<file path="src/rtl/tennis_match_if.sv">
// tennis_match_if
//   Bundle of the signals between the tennis match sequencer and the
//   button / nL shift-register / ball-tick datapath.
//   master : datapath side, drives button/ball status, reads controls
//   slave  : match sequencer, reads button/ball status, drives controls
//   Inputs to the sequencer : toss, hitPulse, moveBall, ballInPlay, ballLoc
//   Outputs of the sequencer: serveReq, serverRight, speedReload, scoreL,
//                             scoreR, rallyCount, matchOver, state
interface tennis_match_if #(
  parameter int SPEED_BITS = 25
);
  logic                  toss;
  logic                  hitPulse;
  logic                  moveBall;
  logic                  ballInPlay;
  logic [2:0]            ballLoc;
  logic                  serveReq;
  logic                  serverRight;
  logic [SPEED_BITS-1:0] speedReload;
  logic [3:0]            scoreL;
  logic [3:0]            scoreR;
  logic [7:0]            rallyCount;
  logic                  matchOver;
  logic [2:0]            state;

  modport master (
    output toss, hitPulse, moveBall, ballInPlay, ballLoc,
    input  serveReq, serverRight, speedReload, scoreL, scoreR,
           rallyCount, matchOver, state
  );

  modport slave (
    input  toss, hitPulse, moveBall, ballInPlay, ballLoc,
    output serveReq, serverRight, speedReload, scoreL, scoreR,
           rallyCount, matchOver, state
  );
endinterface

</file>
<file path="src/rtl/tennis_match_ctrl.sv">
// tennis_match_ctrl
//   Match sequencer for the tennis game. Gates serves, sets the ball-tick
//   reload value (speeds up on every return), detects the ball leaving the
//   court, awards points, keeps score and declares the match winner.
//   Ports:
//     CLK100MHZ  system clock
//     nReset     asynchronous active-low reset
//     bus        tennis_match_if.slave (button/ball status in, controls out)
//
//   state | meaning
//   IDLE  | waiting for a toss to start a serve
//   SERVE | serve allowed, waiting for the ball to enter play
//   RALLY | ball in play, counting returns and speeding up
//   POINT | point awarded, short pause before the next serve
//   OVER  | match won, scores frozen until the next toss
module tennis_match_ctrl #(
  parameter int          SPEED_BITS  = 25,
  parameter int unsigned SPEED_INIT  = 33554431,
  parameter int unsigned SPEED_STEP  = 500000,
  parameter int unsigned SPEED_MIN   = 4000000,
  parameter int unsigned WIN_POINTS  = 7,
  parameter int unsigned POINT_TICKS = 3,
  parameter int unsigned SERVE_TICKS = 4
) (
  input  logic          CLK100MHZ,
  input  logic          nReset,
  tennis_match_if.slave bus
);

  typedef enum logic [2:0] {
    IDLE  = 3'd0,
    SERVE = 3'd1,
    RALLY = 3'd2,
    POINT = 3'd3,
    OVER  = 3'd4
  } stateT;

  localparam int unsigned MAX_TICKS = (POINT_TICKS > SERVE_TICKS) ? POINT_TICKS : SERVE_TICKS;
  localparam int TICK_BITS = $clog2(MAX_TICKS + 1);

  localparam logic [SPEED_BITS-1:0] INIT_V = SPEED_BITS'(SPEED_INIT);
  localparam logic [SPEED_BITS-1:0] MIN_V  = SPEED_BITS'(SPEED_MIN);
  localparam logic [SPEED_BITS:0]   STEP_W = (SPEED_BITS+1)'(SPEED_STEP);
  localparam logic [SPEED_BITS:0]   MIN_W  = (SPEED_BITS+1)'(SPEED_MIN);
  localparam logic [TICK_BITS-1:0]  POINT_LAST = TICK_BITS'(POINT_TICKS - 1);
  localparam logic [TICK_BITS-1:0]  SERVE_LAST = TICK_BITS'(SERVE_TICKS - 1);
  localparam logic [3:0]            WIN_V = 4'(WIN_POINTS);

  stateT                 stateQ, stateD;
  logic                  tossPrev, inPlayPrev;
  logic [2:0]            lastLocQ, lastLocD;
  logic [TICK_BITS-1:0]  tickQ, tickD;
  logic                  serveReqQ, serveReqD;
  logic                  serverRightQ, serverRightD;
  logic [SPEED_BITS-1:0] speedQ, speedD;
  logic [3:0]            scoreLQ, scoreLD, scoreRQ, scoreRD;
  logic [7:0]            rallyQ, rallyD;
  logic                  matchOverQ, matchOverD;

  logic                  tossRise, inPlayRise, inPlayFall;
  logic [SPEED_BITS:0]   speedDiff;
  logic [SPEED_BITS-1:0] speedFaster;

  assign tossRise   = bus.toss & ~tossPrev;
  assign inPlayRise = bus.ballInPlay & ~inPlayPrev;
  assign inPlayFall = ~bus.ballInPlay & inPlayPrev;

  // One extra bit so a subtraction below zero shows up as a set MSB
  // instead of wrapping to a huge (slow) reload value.
  assign speedDiff   = {1'b0, speedQ} - STEP_W;
  assign speedFaster = (speedDiff[SPEED_BITS] || (speedDiff < MIN_W)) ?
                       MIN_V : speedDiff[SPEED_BITS-1:0];

  always_ff @(posedge CLK100MHZ or negedge nReset) begin
    if (!nReset) begin
      stateQ       <= IDLE;
      tossPrev     <= 1'b0;
      inPlayPrev   <= 1'b0;
      lastLocQ     <= 3'd7;
      tickQ        <= '0;
      serveReqQ    <= 1'b0;
      serverRightQ <= 1'b1;
      speedQ       <= INIT_V;
      scoreLQ      <= 4'd0;
      scoreRQ      <= 4'd0;
      rallyQ       <= 8'd0;
      matchOverQ   <= 1'b0;
    end else begin
      stateQ       <= stateD;
      tossPrev     <= bus.toss;
      inPlayPrev   <= bus.ballInPlay;
      lastLocQ     <= lastLocD;
      tickQ        <= tickD;
      serveReqQ    <= serveReqD;
      serverRightQ <= serverRightD;
      speedQ       <= speedD;
      scoreLQ      <= scoreLD;
      scoreRQ      <= scoreRD;
      rallyQ       <= rallyD;
      matchOverQ   <= matchOverD;
    end
  end

  always_comb begin
    stateD       = stateQ;
    lastLocD     = lastLocQ;
    tickD        = tickQ;
    serverRightD = serverRightQ;
    speedD       = speedQ;
    scoreLD      = scoreLQ;
    scoreRD      = scoreRQ;
    rallyD       = rallyQ;

    case (stateQ)
      IDLE: begin
        if (tossRise) begin
          stateD = SERVE;
          rallyD = 8'd0;
          tickD  = '0;
        end
      end

      SERVE: begin
        if (inPlayRise) begin
          stateD = RALLY;
        end else if (bus.moveBall) begin
          if (tickQ == SERVE_LAST) begin
            stateD = IDLE;
          end else begin
            tickD = tickQ + 1'b1;
          end
        end
      end

      RALLY: begin
        if (bus.ballInPlay) begin
          lastLocD = bus.ballLoc;
        end
        // Ball leaving the court wins over a simultaneous swing.
        if (inPlayFall) begin
          if (lastLocQ <= 3'd3) begin
            scoreRD = scoreRQ + 4'd1;
          end else begin
            scoreLD = scoreLQ + 4'd1;
          end
          stateD = POINT;
          tickD  = '0;
        end else if (bus.hitPulse) begin
          if (rallyQ != 8'hFF) begin
            rallyD = rallyQ + 8'd1;
          end
          speedD = speedFaster;
        end
      end

      POINT: begin
        if (bus.moveBall) begin
          if (tickQ == POINT_LAST) begin
            if ((scoreLQ == WIN_V) || (scoreRQ == WIN_V)) begin
              stateD = OVER;
            end else begin
              stateD       = IDLE;
              speedD       = INIT_V;
              serverRightD = ~serverRightQ;
            end
          end else begin
            tickD = tickQ + 1'b1;
          end
        end
      end

      OVER: begin
        if (tossRise) begin
          stateD       = IDLE;
          scoreLD      = 4'd0;
          scoreRD      = 4'd0;
          rallyD       = 8'd0;
          speedD       = INIT_V;
          serverRightD = 1'b1;
        end
      end

      default: stateD = IDLE;
    endcase

    serveReqD  = (stateD == SERVE);
    matchOverD = (stateD == OVER);
  end

  assign bus.state       = stateQ;
  assign bus.serveReq    = serveReqQ;
  assign bus.serverRight = serverRightQ;
  assign bus.speedReload = speedQ;
  assign bus.scoreL      = scoreLQ;
  assign bus.scoreR      = scoreRQ;
  assign bus.rallyCount  = rallyQ;
  assign bus.matchOver   = matchOverQ;

endmodule

</file>
<file path="src/flat_wrapper.sv">
// flat-port wrapper written by rule: the top's interface ports become plain ports
module tennis_match_ctrl_flat 
#(
  parameter int          SPEED_BITS  = 25,
  parameter int unsigned SPEED_INIT  = 33554431,
  parameter int unsigned SPEED_STEP  = 500000,
  parameter int unsigned SPEED_MIN   = 4000000,
  parameter int unsigned WIN_POINTS  = 7,
  parameter int unsigned POINT_TICKS = 3,
  parameter int unsigned SERVE_TICKS = 4
)
  (CLK100MHZ, nReset, bus_toss, bus_hitPulse, bus_moveBall, bus_ballInPlay, bus_ballLoc, bus_serveReq, bus_serverRight, bus_speedReload, bus_scoreL, bus_scoreR, bus_rallyCount, bus_matchOver, bus_state);
  tennis_match_if #(.SPEED_BITS(SPEED_BITS)) bus_i ();
  input  logic CLK100MHZ;
  input  logic nReset;
  input wire logic [$bits(bus_i.toss)-1:0] bus_toss;
  input wire logic [$bits(bus_i.hitPulse)-1:0] bus_hitPulse;
  input wire logic [$bits(bus_i.moveBall)-1:0] bus_moveBall;
  input wire logic [$bits(bus_i.ballInPlay)-1:0] bus_ballInPlay;
  input wire logic [$bits(bus_i.ballLoc)-1:0] bus_ballLoc;
  output wire logic [$bits(bus_i.serveReq)-1:0] bus_serveReq;
  output wire logic [$bits(bus_i.serverRight)-1:0] bus_serverRight;
  output wire logic [$bits(bus_i.speedReload)-1:0] bus_speedReload;
  output wire logic [$bits(bus_i.scoreL)-1:0] bus_scoreL;
  output wire logic [$bits(bus_i.scoreR)-1:0] bus_scoreR;
  output wire logic [$bits(bus_i.rallyCount)-1:0] bus_rallyCount;
  output wire logic [$bits(bus_i.matchOver)-1:0] bus_matchOver;
  output wire logic [$bits(bus_i.state)-1:0] bus_state;
  assign bus_i.toss = bus_toss;
  assign bus_i.hitPulse = bus_hitPulse;
  assign bus_i.moveBall = bus_moveBall;
  assign bus_i.ballInPlay = bus_ballInPlay;
  assign bus_i.ballLoc = bus_ballLoc;
  assign bus_serveReq = bus_i.serveReq;
  assign bus_serverRight = bus_i.serverRight;
  assign bus_speedReload = bus_i.speedReload;
  assign bus_scoreL = bus_i.scoreL;
  assign bus_scoreR = bus_i.scoreR;
  assign bus_rallyCount = bus_i.rallyCount;
  assign bus_matchOver = bus_i.matchOver;
  assign bus_state = bus_i.state;
  tennis_match_ctrl #(.SPEED_BITS(SPEED_BITS), .SPEED_INIT(SPEED_INIT), .SPEED_STEP(SPEED_STEP), .SPEED_MIN(SPEED_MIN), .WIN_POINTS(WIN_POINTS), .POINT_TICKS(POINT_TICKS), .SERVE_TICKS(SERVE_TICKS)) u_core (.CLK100MHZ(CLK100MHZ), .nReset(nReset), .bus(bus_i));
endmodule
</file>
<file path="config.mk">
export PLATFORM = sky130hd
export DESIGN_NAME = tennis_match_ctrl_flat
export DESIGN_NICKNAME = d
export VERILOG_FILES = /design/src/rtl/tennis_match_if.sv /design/src/rtl/tennis_match_ctrl.sv /design/src/flat_wrapper.sv
export SDC_FILE = /design/constraint.sdc
export NUM_CORES = 1
export LEC_CHECK = 0
export ABC_AREA = 1
export ABC_CLOCK_PERIOD_IN_PS = 6100
export BUFFER_PORTS_ARGS = -buffer_cell sky130_fd_sc_hd__buf_2
export CAP_MARGIN = 20
export CORE_AREA = 2 2 87 89
export DETAILED_ROUTE_END_ITERATION = 6
export DIE_AREA = 0 0 89 91
export PLACE_DENSITY = 0.73
export SKIP_CTS_REPAIR_TIMING = 1
export SLEW_MARGIN = 20
export SYNTH_ARGS = -nofsm -noshare
export SYNTH_HDL_FRONTEND = slang
export SYNTH_SLANG_ARGS = --single-unit
</file>
<file path="constraint.sdc">
create_clock -name CLK100MHZ -period 6.1 [get_ports CLK100MHZ]
set_input_delay 0.305 -clock CLK100MHZ [delete_from_list [all_inputs] [get_ports CLK100MHZ]]
set_output_delay 0.305 -clock CLK100MHZ [all_outputs]
set_load 0.02 [all_outputs]
</file>
* Word level (Yosys, flattened, before mapping)
Index checks and enable logic that the tools add are counted.
** Word-level totals
- Flip-flop bits (word level) :: 55
- Input port bits :: 9
- Output and inout port bits :: 47
- Logic and storage cells :: 112
** Operators by class
- Add/subtract/negate cells :: 5
- Magnitude comparators :: 2
- Eq/ne operators :: 27
- Mux-type cells :: 43
- Bitwise logic cells :: 7
- Reductions and logical operators :: 16
** Operator list (count)
- 25-bit 2-to-1 mux :: 7
- 25-bit case mux with 3 select lines :: 1
- 3-bit 2-to-1 mux :: 16
- 8-bit 2-to-1 mux :: 4
- 26-bit by 22-bit less-than comparator with 1-bit output, second input constant :: 1
- 25-bit by 19-bit subtractor with 26-bit output, second input constant :: 1
- 4-bit 2-to-1 mux :: 5
- 2-bit != test, second input constant :: 9
- 4-bit case mux with 2 select lines :: 2
- 8-bit case mux with 2 select lines :: 1
- 3-bit case mux with 5 select lines :: 1
- 2-bit by 1-bit != test with 1-bit output, second input constant :: 7
- 3-bit by 2-bit == test with 1-bit output, second input constant :: 4
- 3-bit case mux with 4 select lines :: 1
- 5-bit AND reduction :: 2
- 4-bit by 1-bit adder with 4-bit output, second input constant :: 2
- 8-bit by 1-bit adder with 8-bit output, second input constant :: 1
- 4-bit by 3-bit == test with 1-bit output, second input constant :: 2
- 8-bit != test, second input constant :: 1
- 4-bit AND reduction :: 2
- 8-bit AND reduction :: 1
- 7-bit AND reduction :: 1
- 3-bit by 1-bit == test with 1-bit output, second input constant :: 2
- 3-bit == test, second input constant :: 2
- other kinds (13) :: 24

* Depth between registers and ports, before layout
Gate-level depths: netlist of run 1.
- Depth in word-level cells :: 7
- Depth in mapped cells :: 19
- Gate-level depth less buffers :: 18

* Worst setup path before layout of run 1
OpenSTA, ideal clock, no wires.
- Path type :: reg-to-reg
- Start :: reg u_core.speedQ[5] (netlist: u_core.bus.speedReload[5])
- End :: reg u_core.speedQ[3] (netlist: u_core.bus.speedReload[3])
- Library setup time :: 61 ps
- Arrival :: 2038 ps
- Data required time :: 6039 ps
- Path slack :: 4001 ps
- Cell stages (with the launch flop) :: 17
- Buffers on the path :: 1
- Period minus slack after synthesis :: 2099 ps
- Cells stage by stage :: dfstp_2 -> inv_1 -> ha_1 -> nand2_1 -> nand2_1 -> nand3_2 -> nand3_2 -> xor2_1 -> nand2_1 -> nor2_1 -> nand2_1 -> nand2_1 -> buf_6 -> nand2_1 -> nand2_1 -> nand2_1 -> nand2_1
** Between the ends
- Word-level cells in the longest chain between the ends :: 7
** Ends and longest elaborated chain
- start, declared :: line tennis_match_ctrl.sv:55 : logic [SPEED_BITS-1:0] speedQ, speedD;
- start signal, assigned :: line tennis_match_ctrl.sv:96 : speedQ <= speedD;
- 25-bit by 19-bit subtractor with 26-bit output * :: line tennis_match_ctrl.sv:70 : assign speedDiff = {1'b0, speedQ} - STEP_W;
- 26-bit by 22-bit less-than comparator with 1-bit output :: line tennis_match_ctrl.sv:71 : assign speedFaster = (speedDiff[SPEED_BITS] || (speedDiff < MIN_W)) ?
- 1-bit logical OR * :: line tennis_match_ctrl.sv:71
- 25-bit 2-to-1 mux * :: line tennis_match_ctrl.sv:71
- 25-bit 2-to-1 mux * :: line tennis_match_ctrl.sv:148 : end else if (bus.hitPulse) begin
- 25-bit 2-to-1 mux * :: line tennis_match_ctrl.sv:140 : if (inPlayFall) begin
- 25-bit case mux with 3 select lines * :: line tennis_match_ctrl.sv:114 : case (stateQ)
Mark *: on every way between the ends. The rest lies on a longest branch, timed or not. The select of a mux whose other input is x is not followed.
A chain may end at the register's enable or synchronous reset.

* Final worst setup path of run 1
- Start :: reg u_core.speedQ[5] (netlist: u_core.bus.speedReload[5])
- End :: reg u_core.speedQ[6] (netlist: u_core.bus.speedReload[6])
** Between the ends
- Word-level cells in the longest chain between the ends :: 7
** Ends and longest elaborated chain (line)
- 25-bit by 19-bit subtractor with 26-bit output * :: tennis_match_ctrl.sv:70
- 26-bit by 22-bit less-than comparator with 1-bit output :: tennis_match_ctrl.sv:71
- 1-bit logical OR :: tennis_match_ctrl.sv:71
- 25-bit 2-to-1 mux * :: tennis_match_ctrl.sv:71
- 25-bit 2-to-1 mux * :: tennis_match_ctrl.sv:148
- 25-bit 2-to-1 mux * :: tennis_match_ctrl.sv:140
- 25-bit case mux with 3 select lines * :: tennis_match_ctrl.sv:114
Marked as above.

==> key figures, run 1 <==
Status
  • Status: complete, no violations

STA
  • Setup total negative slack: 0 ns
  • Unrepaired setup endpoints after global routing: no
  • Fmax achieved: 0.386 GHz
  • Final Skew: 0.00745 ns
  • Max Slew Vio Count: 0
  • Final min period: 2.59 ns
  • Final hold vios: 0
  • Final period util: 0.425
  • Worst hold slack: 0.0983 ns
  • Final setup vio count: 0
  • Slew margin rel.: 0.332
  • Worst-Margin Slew: 0.998 ns

GRT
  • Largest net degree at the start of global routing: 50
  • Met2 usage in global routing: 0.344
  • GR peak layer: met2
  • Total grt overflow: 0
  • Total GRT Usage: 0.190
  • First-pass GRT wire length: 12700 um
  • Initial antenna violation count: 0
  • Global Route met1 Usage: 0.230
  • Grt met3 use: 0.0327
  • Vias in the first global route: 2930

Synth
  • Post-synth top flop: dfrtp_1
  • Main combinational cell family by area after synthesis: simple AND/OR/NAND/NOR gates
  • Post-synthesis mux area share: 0.00357
  • Unique cell type count in the Yosys netlist: 37
  • Synth Area in XOR/XNOR: 0.0222
  • YS warnings: 0
  • Leading cell types by count after synthesis: nand2_1, inv_1, nor2_1, nand3_1, dfrtp_1
  • Post-synth EDFFs: 0
  • Syn nets: 454
  • Cell taking the most area after synthesis: dfrtp_1
  • Synth area leaders: dfrtp_1, dfstp_2, nand2_1, inv_1, nand3_1
  • Avg Inst Size Synth: 7.21 sq um
  • Adder-cell share of the synthesized area: 0.0277
  • Most numerous cell in the Yosys netlist: nand2_1
  • Async set-or-reset flop fraction in the synthesized netlist: 1.00
  • Synth Area in Compound Gates: 0.112
  • Synthesized instance count: 438
  • Flops & latches, synth: 49
  • Area share of the largest cell type after synthesis: 0.206
  • Synth Cell Area: 3160 sq um
  • Simple-gate share of the synthesized area: 0.326
  • Seq/Total Area, Yosys: 0.397

Pwr
  • Total power: 2100 uW
  • PwrDens: 586 nW/um^2
  • Maximum VDD drop: 0.303 mV
  • Leakage: 0.00187 uW

Clocking
  • Reg clk slew, reported paths: 0.09 ns
  • Root Buffer: clkbuf_8
  • CTS tree: done
  • Total CTS buffers: 5
  • Worst skew pair latency: 0.30 ns
  • H-tree depth: 2
  • Clock Sinks: 49
  • Clock buffer depth: 2

Critical path
  • CP max stage cell: dfstp_2
  • WP buf/inv: 1
  • CP top delay family: simple AND/OR/NAND/NOR gates
  • Crit path largest cell delay: 0.56 ns
  • Crit-path cells: inv_1 > ha_1 > nand2_1 > nand2_1 > nand3_2 > nand3_2 > xor2_1 > nand2_1 > nor2_1 > nand2_1 > nand2_1 > nand2_2 > o21ai_0
  • Crit Path Max Fanout: 11
  • CP endpoint kind: flip-flop
  • Critical path depth: 13
  • Critical path arrival: 2.81 ns
  • Crit path kind: flip-flop to flip-flop
  • Top cell by count, worst path: nand2_1
  • R2R depth: 13
  • CP Data Required Time: 6.32 ns
  • CP startpoint kind: flip-flop

Place
  • Gpl congestion: 0.894
  • Final HPWL DP: 5540 um
  • IO buf count: 53
  • Dpl cells: 582

Floorplan
  • Die ar.: 8100 sq um
  • Core area: 7140 sq um
  • Die Height: 91 um
  • Die Wd: 89 um
  • FP Rows: 31
  • Initial core utilization: 0.442
  • # IOs: 56

Layout
  • Synth-to-layout area growth: 13.5%
  • N_diodes: 0
  • Non-Filler Instances: 590
  • Ratio of cells with drive above 1 in the final layout: 0.244
  • Multi-input gate area in the final layout: 1550 sq um
  • # nets final: 506
  • Layout fillers: 734
  • Storage cell area: 1250 sq um

Detailed routing
  • Vias: 2966
  • WL/cell: 12.3 um
  • Pre-Repair DR Iteration Count: 4
  • Post-DRT Antenna Nets: 0
  • DRC: 0
  • Routed wire length: 7240 um
  • Avg Vias per Cell: 5.03
  • DRT iter0 DRCs: 131

Job
  • Maxcap violations: 0

Hold path
  • Min-Delay Path Class: primary input to async pin
[where the power goes]
group | total, uW | switching (uW) | internal (uW)
registers | 672 | 153 | 519
clock network | 211 | 116 | 94.4
logic | 1220 | 819 | 399
[stage by stage]
step / utilization / area (sq um) / setup slack [ns]
2_1_floorplan: - / 3160 / 4.00
3_3_place_gp: 0.488 / 3480 / 3.58
3_5_place_dp: 0.488 / 3480 / 3.56
4_1_cts: 0.502 / 3580 / 3.52
5_1_grt: 0.502 / 3580 / 3.14
6_report: 0.502 / 3580 / 3.51
[metal layers]
metal  vias to the layer above  share of wire
met5                         -              0
met4                         0          0.015
li1                       1509              -
met1                      1356           0.43
met2                        88           0.51
met3                        13          0.047
[registers in the layout, summed over array words and instances (netlist names), 3 cells and up]
name                    flops
u_core.bus.scoreR           4
u_core.bus.rallyCount       8
u_core.tickQ                3
u_core.bus.state            3
u_core.bus.scoreL           4
u_core.bus.speedReload     21
[placed cells by master (no fill, tap or decap), types with 2 or more instances in the layout]
| master | netlist | routed |
|---|---|---|
| nand3_1 | 36 | 36 |
| nor3_2 | 2 | 2 |
| nand2_1 | 111 | 111 |
| clkbuf_8 | 0 | 6 |
| o211ai_1 | 2 | 2 |
| dfstp_2 | 23 | 23 |
| nor2_1 | 39 | 39 |
| nand4_1 | 11 | 11 |
| buf_2 | 2 | 53 |
| xor2_1 | 7 | 7 |
| nor4_1 | 2 | 2 |
| nor3_1 | 6 | 6 |
| nand3_2 | 2 | 2 |
| nand2_2 | 5 | 5 |
| nor2_2 | 7 | 7 |
| a21oi_1 | 25 | 25 |
| o21ai_1 | 4 | 4 |
| o21ai_0 | 19 | 19 |
| ha_1 | 7 | 7 |
| o21a_1 | 3 | 3 |
| inv_1 | 63 | 63 |
| dfrtp_1 | 26 | 26 |
| o221ai_1 | 3 | 3 |
| nor2_4 | 3 | 3 |
| inv_2 | 12 | 12 |
[cell type report]
class	instances	area share
multi-input combinational	305	0.433
sequential	49	0.350
inverter	75	0.0785
timing repair buffer	54	0.0761
tap	99	0.0346
clock buffer	6	0.0230
clock inverter	2	0.00489
[cells by family (layout without fill, tap and decap cells)]
group | Yosys count | count (layout)
flops | 49 | 49
mux | 1 | 1
xor+xnor | 8 | 8
fa+ha+maj | 7 | 7
buf+inv | 84 | 137
simple gates | 227 | 227
compound gates | 62 | 62
[final timing paths]
kind	start	end	slack (ns)
max in group asynchronous	nReset	u_core.tickQ[2]	5.60
worst max-delay path	u_core.bus.speedReload[5]	u_core.bus.speedReload[6]	3.51
min in group CLK100MHZ	bus_toss	u_core.tossPrev	0.12
worst max register to register	u_core.bus.speedReload[5]	u_core.bus.speedReload[6]	3.51
worst min register to register	u_core.bus.speedReload[3]	u_core.bus.speedReload[3]	0.49
worst min-delay path	nReset	u_core.bus.scoreR[3]	0.1
No activity file was read; power rests on OpenSTA's default activity.
==> run 2: changes to the inputs <==
--- a/config.mk
+++ b/config.mk
@@ -6,7 +6,7 @@
 export NUM_CORES = 1
 export LEC_CHECK = 0
 export ABC_AREA = 1
-export ABC_CLOCK_PERIOD_IN_PS = 6100
+export ABC_CLOCK_PERIOD_IN_PS = 2500
 export BUFFER_PORTS_ARGS = -buffer_cell sky130_fd_sc_hd__buf_2
 export CAP_MARGIN = 20
 export CORE_AREA = 2 2 87 89
==> constraint.sdc (replaced) <==
create_clock -name CLK100MHZ -period 2.5 [get_ports CLK100MHZ]
set_input_delay 0.125 -clock CLK100MHZ [delete_from_list [all_inputs] [get_ports CLK100MHZ]]
set_output_delay 0.125 -clock CLK100MHZ [all_outputs]
set_load 0.02 [all_outputs]
==> run 2 against run 1 <==
  * The run now ends with negative hold slack left
  * Power increased by 150%
  * Fmax increased by 16%
  * Via count rose by 1.2%
  * Die area unchanged
  * Critical path depth is 4 higher
  * First-iteration DRC count grew 0.76%
  * Sequential share of layout area down 0.81 points
==> key figures, run 2 (synthesis results as in run 1) <==
Critical path
  • Critical path arrival: 2.49 ns (-0.32 ns)
  • CP max stage cell: dfstp_2
  • Crit path largest cell delay: 0.56 ns (about the same)
  • Crit path kind: flip-flop to flip-flop
  • Worst Setup SP: u_core.bus.speedReload[5]
  • CP startpoint kind: flip-flop
  • CP Data Required Time: 2.75 ns (-3.57 ns)
  • Crit Path Max Fanout: 5 (-6)
  • Critical R2R Launch: u_core.bus.speedReload[5]
  • Crit-path cells: inv_1 > ha_1 > nand2_1 > nand2_2 > nand2_1 > nand3_1 > nand3_1 > nand2_1 > inv_2 > nand2_1 > nor2_1 > nand2_1 > nand2_2 > buf_4 > nand4_1 > nand2_1 > inv_1
  • Top cell by count, worst path: nand2_1
  • CP endpoint kind: flip-flop

Floorplan
  • Core area: 7140 sq um (unchanged)
  • Die ar.: 8100 sq um (unchanged)
  • FP Rows: 31 (unchanged)
  • # IOs: 56 (unchanged)
  • Initial core utilization: 0.442 (unchanged)
  • Die Wd: 89 um (unchanged)
  • Die Height: 91 um (unchanged)

Place
  • Pre-CTS WS: 0.191 ns (-3.37 ns)
  • Final HPWL DP: 5560 um (+0.32%)
  • Gpl congestion: 0.870 (-2.7%)
  • Dpl cell area: 3510 sq um (+0.86%)
  • IO buf count: 53 (unchanged)

Layout
  • Synth-to-layout area growth: 16.2%
  • N_diodes: 0 (unchanged)
  • # nets final: 515 (+1.8%)
  • Ratio of cells with drive above 1 in the final layout: 0.258 (+0.0136)
  • Fin util: 0.514 (+0.0119)
  • Multi-input gate area in the final layout: 1560 sq um (+0.81%)
  • Leading cell type in the layout, fill and taps excluded: nand2_1
  • Highest-count cells in the layout ignoring fill and taps: nand2_1, inv_1, buf_2
  • Largest register FFs: 21 (unchanged)
  • Storage cell area: 1250 sq um (unchanged)
  • Layout fillers: 712 (-3.0%)
  • Final Cell Area: 3670 sq um (+2.4%)

Pwr
  • Leakage: 0.00191 uW (+2.2%)
  • PwrDens: 1410 nW/um^2 (+140%)
  • Maximum VDD drop: 0.644 mV (+110%)

GRT
  • Total grt overflow: 0 (unchanged)
  • First-pass GRT wire length: 12400 um (-2.5%)
  • Vias in the first global route: 2895 (-1.2%)
  • Total GRT Usage: 0.188 (-0.00257)
  • Largest net degree at the start of global routing: 41 (-18%)
  • Initial antenna violation count: 0 (unchanged)

Clocking
  • H-tree depth: 2 (unchanged)
  • Clock buffer depth: 2 (unchanged)
  • Root Buffer: clkbuf_8
  • Worst skew pair latency: 0.30 ns (about the same)
  • Total CTS buffers: 5 (unchanged)
  • Reg clk slew, reported paths: 0.10 ns (about the same)
  • CTS tree: done
  • Clock Sinks: 49 (unchanged)

STA
  • Final Skew: 0.00365 ns (-0.00380 ns)
  • Unrepaired setup endpoints after global routing: no
  • Max Slew Vio Count: 0 (unchanged)
  • Worst-Margin Slew: 0.878 ns (-0.120 ns)
  • Final period util: 0.896 (+0.472)
  • Slew margin rel.: 0.415 (+0.0827)
  • Setup total negative slack: 0 ns (unchanged)
  • Final WS setup: 0.259 ns (-3.25 ns)
  • Final min period: 2.24 ns (-0.350 ns)
  • Final hold vios: 26 (+26)
  • Fmax achieved: 0.446 GHz (+16%)
  • Worst hold slack: -0.0582 ns (-0.157 ns)
  • Final setup vio count: 0 (unchanged)

Detailed routing
  • Post-DRT Antenna Nets: 0 (unchanged)
  • Vias: 3003 (+1.2%)
  • Avg Vias per Cell: 5.01 (-0.27%)
  • DRT iter0 DRCs: 132 (+0.76%)
  • DRC: 0 (unchanged)
  • Routed wire length: 7170 um (-0.87%)
  • WL/cell: 12.0 um (-2.4%)
  • Pre-Repair DR Iteration Count: 4 (unchanged)

Job
  • Maxcap violations: 0 (unchanged)

Status
  • Failing checks: negative hold slack
  • Status: finished with violations

Hold path
  • Min-Delay Path Class: primary input to async pin
[run 2: final cells by class]
class / count / area share
Clock buffer: 6 / 0.0225
Clock inverter: 2 / 0.00477
Inverter: 75 / 0.0767
Multi-Input combinational cell: 305 / 0.426
Sequential cell: 49 / 0.342
Tap cell: 99 / 0.0338
Timing Repair Buffer: 63 / 0.0941
[run 2: routing by layer]
metal	track usage	up-vias	part of all wire
li1	-	1528	-
met1	0.243	1407	0.44
met2	0.316	61	0.51
met3	0.0355	7	0.035
met4	0.0547	0	0.0091
met5	0	-	0
[run 2: critical path: cells and delay by family, from the launching register on]
kind | cells | cell delay [ns]
adders and majority gates | 1 | 0.22
DFF | 1 | 0.56
buffers and inverters | 4 | 0.32
and+or+nand+nor | 12 | 1.10
[run 2: report_power, final]
part	switching, uW	internal [uW]	leakage [uW]
Sequential	372	1270	0.000573
Clock	281	230	0.0000518
Combinational	2000	1010	0.00128
[run 2: worst paths after layout]
path                                                    to  slack [ns]  cells past startpoint
worst max-delay path            u_core.bus.speedReload[11]        0.26                     17
worst min-delay path                  u_core.bus.scoreR[3]       -0.06                      1
worst max register to register  u_core.bus.speedReload[11]        0.26                     17
worst min register to register   u_core.bus.speedReload[3]        0.49                      2
max in group asynchronous       u_core.bus.speedReload[21]        1.83                      2
min in group CLK100MHZ                  u_core.lastLocQ[2]        0.07                      2
[run 2: through the flow]
stage | total power, uW | instances
after floorplan | 3900 | 438
after global placement | 4550 | 586
after detailed placement | 4630 | 586
after CTS | 5160 | 594
after global routing | 5700 | 599
final | 5170 | 599
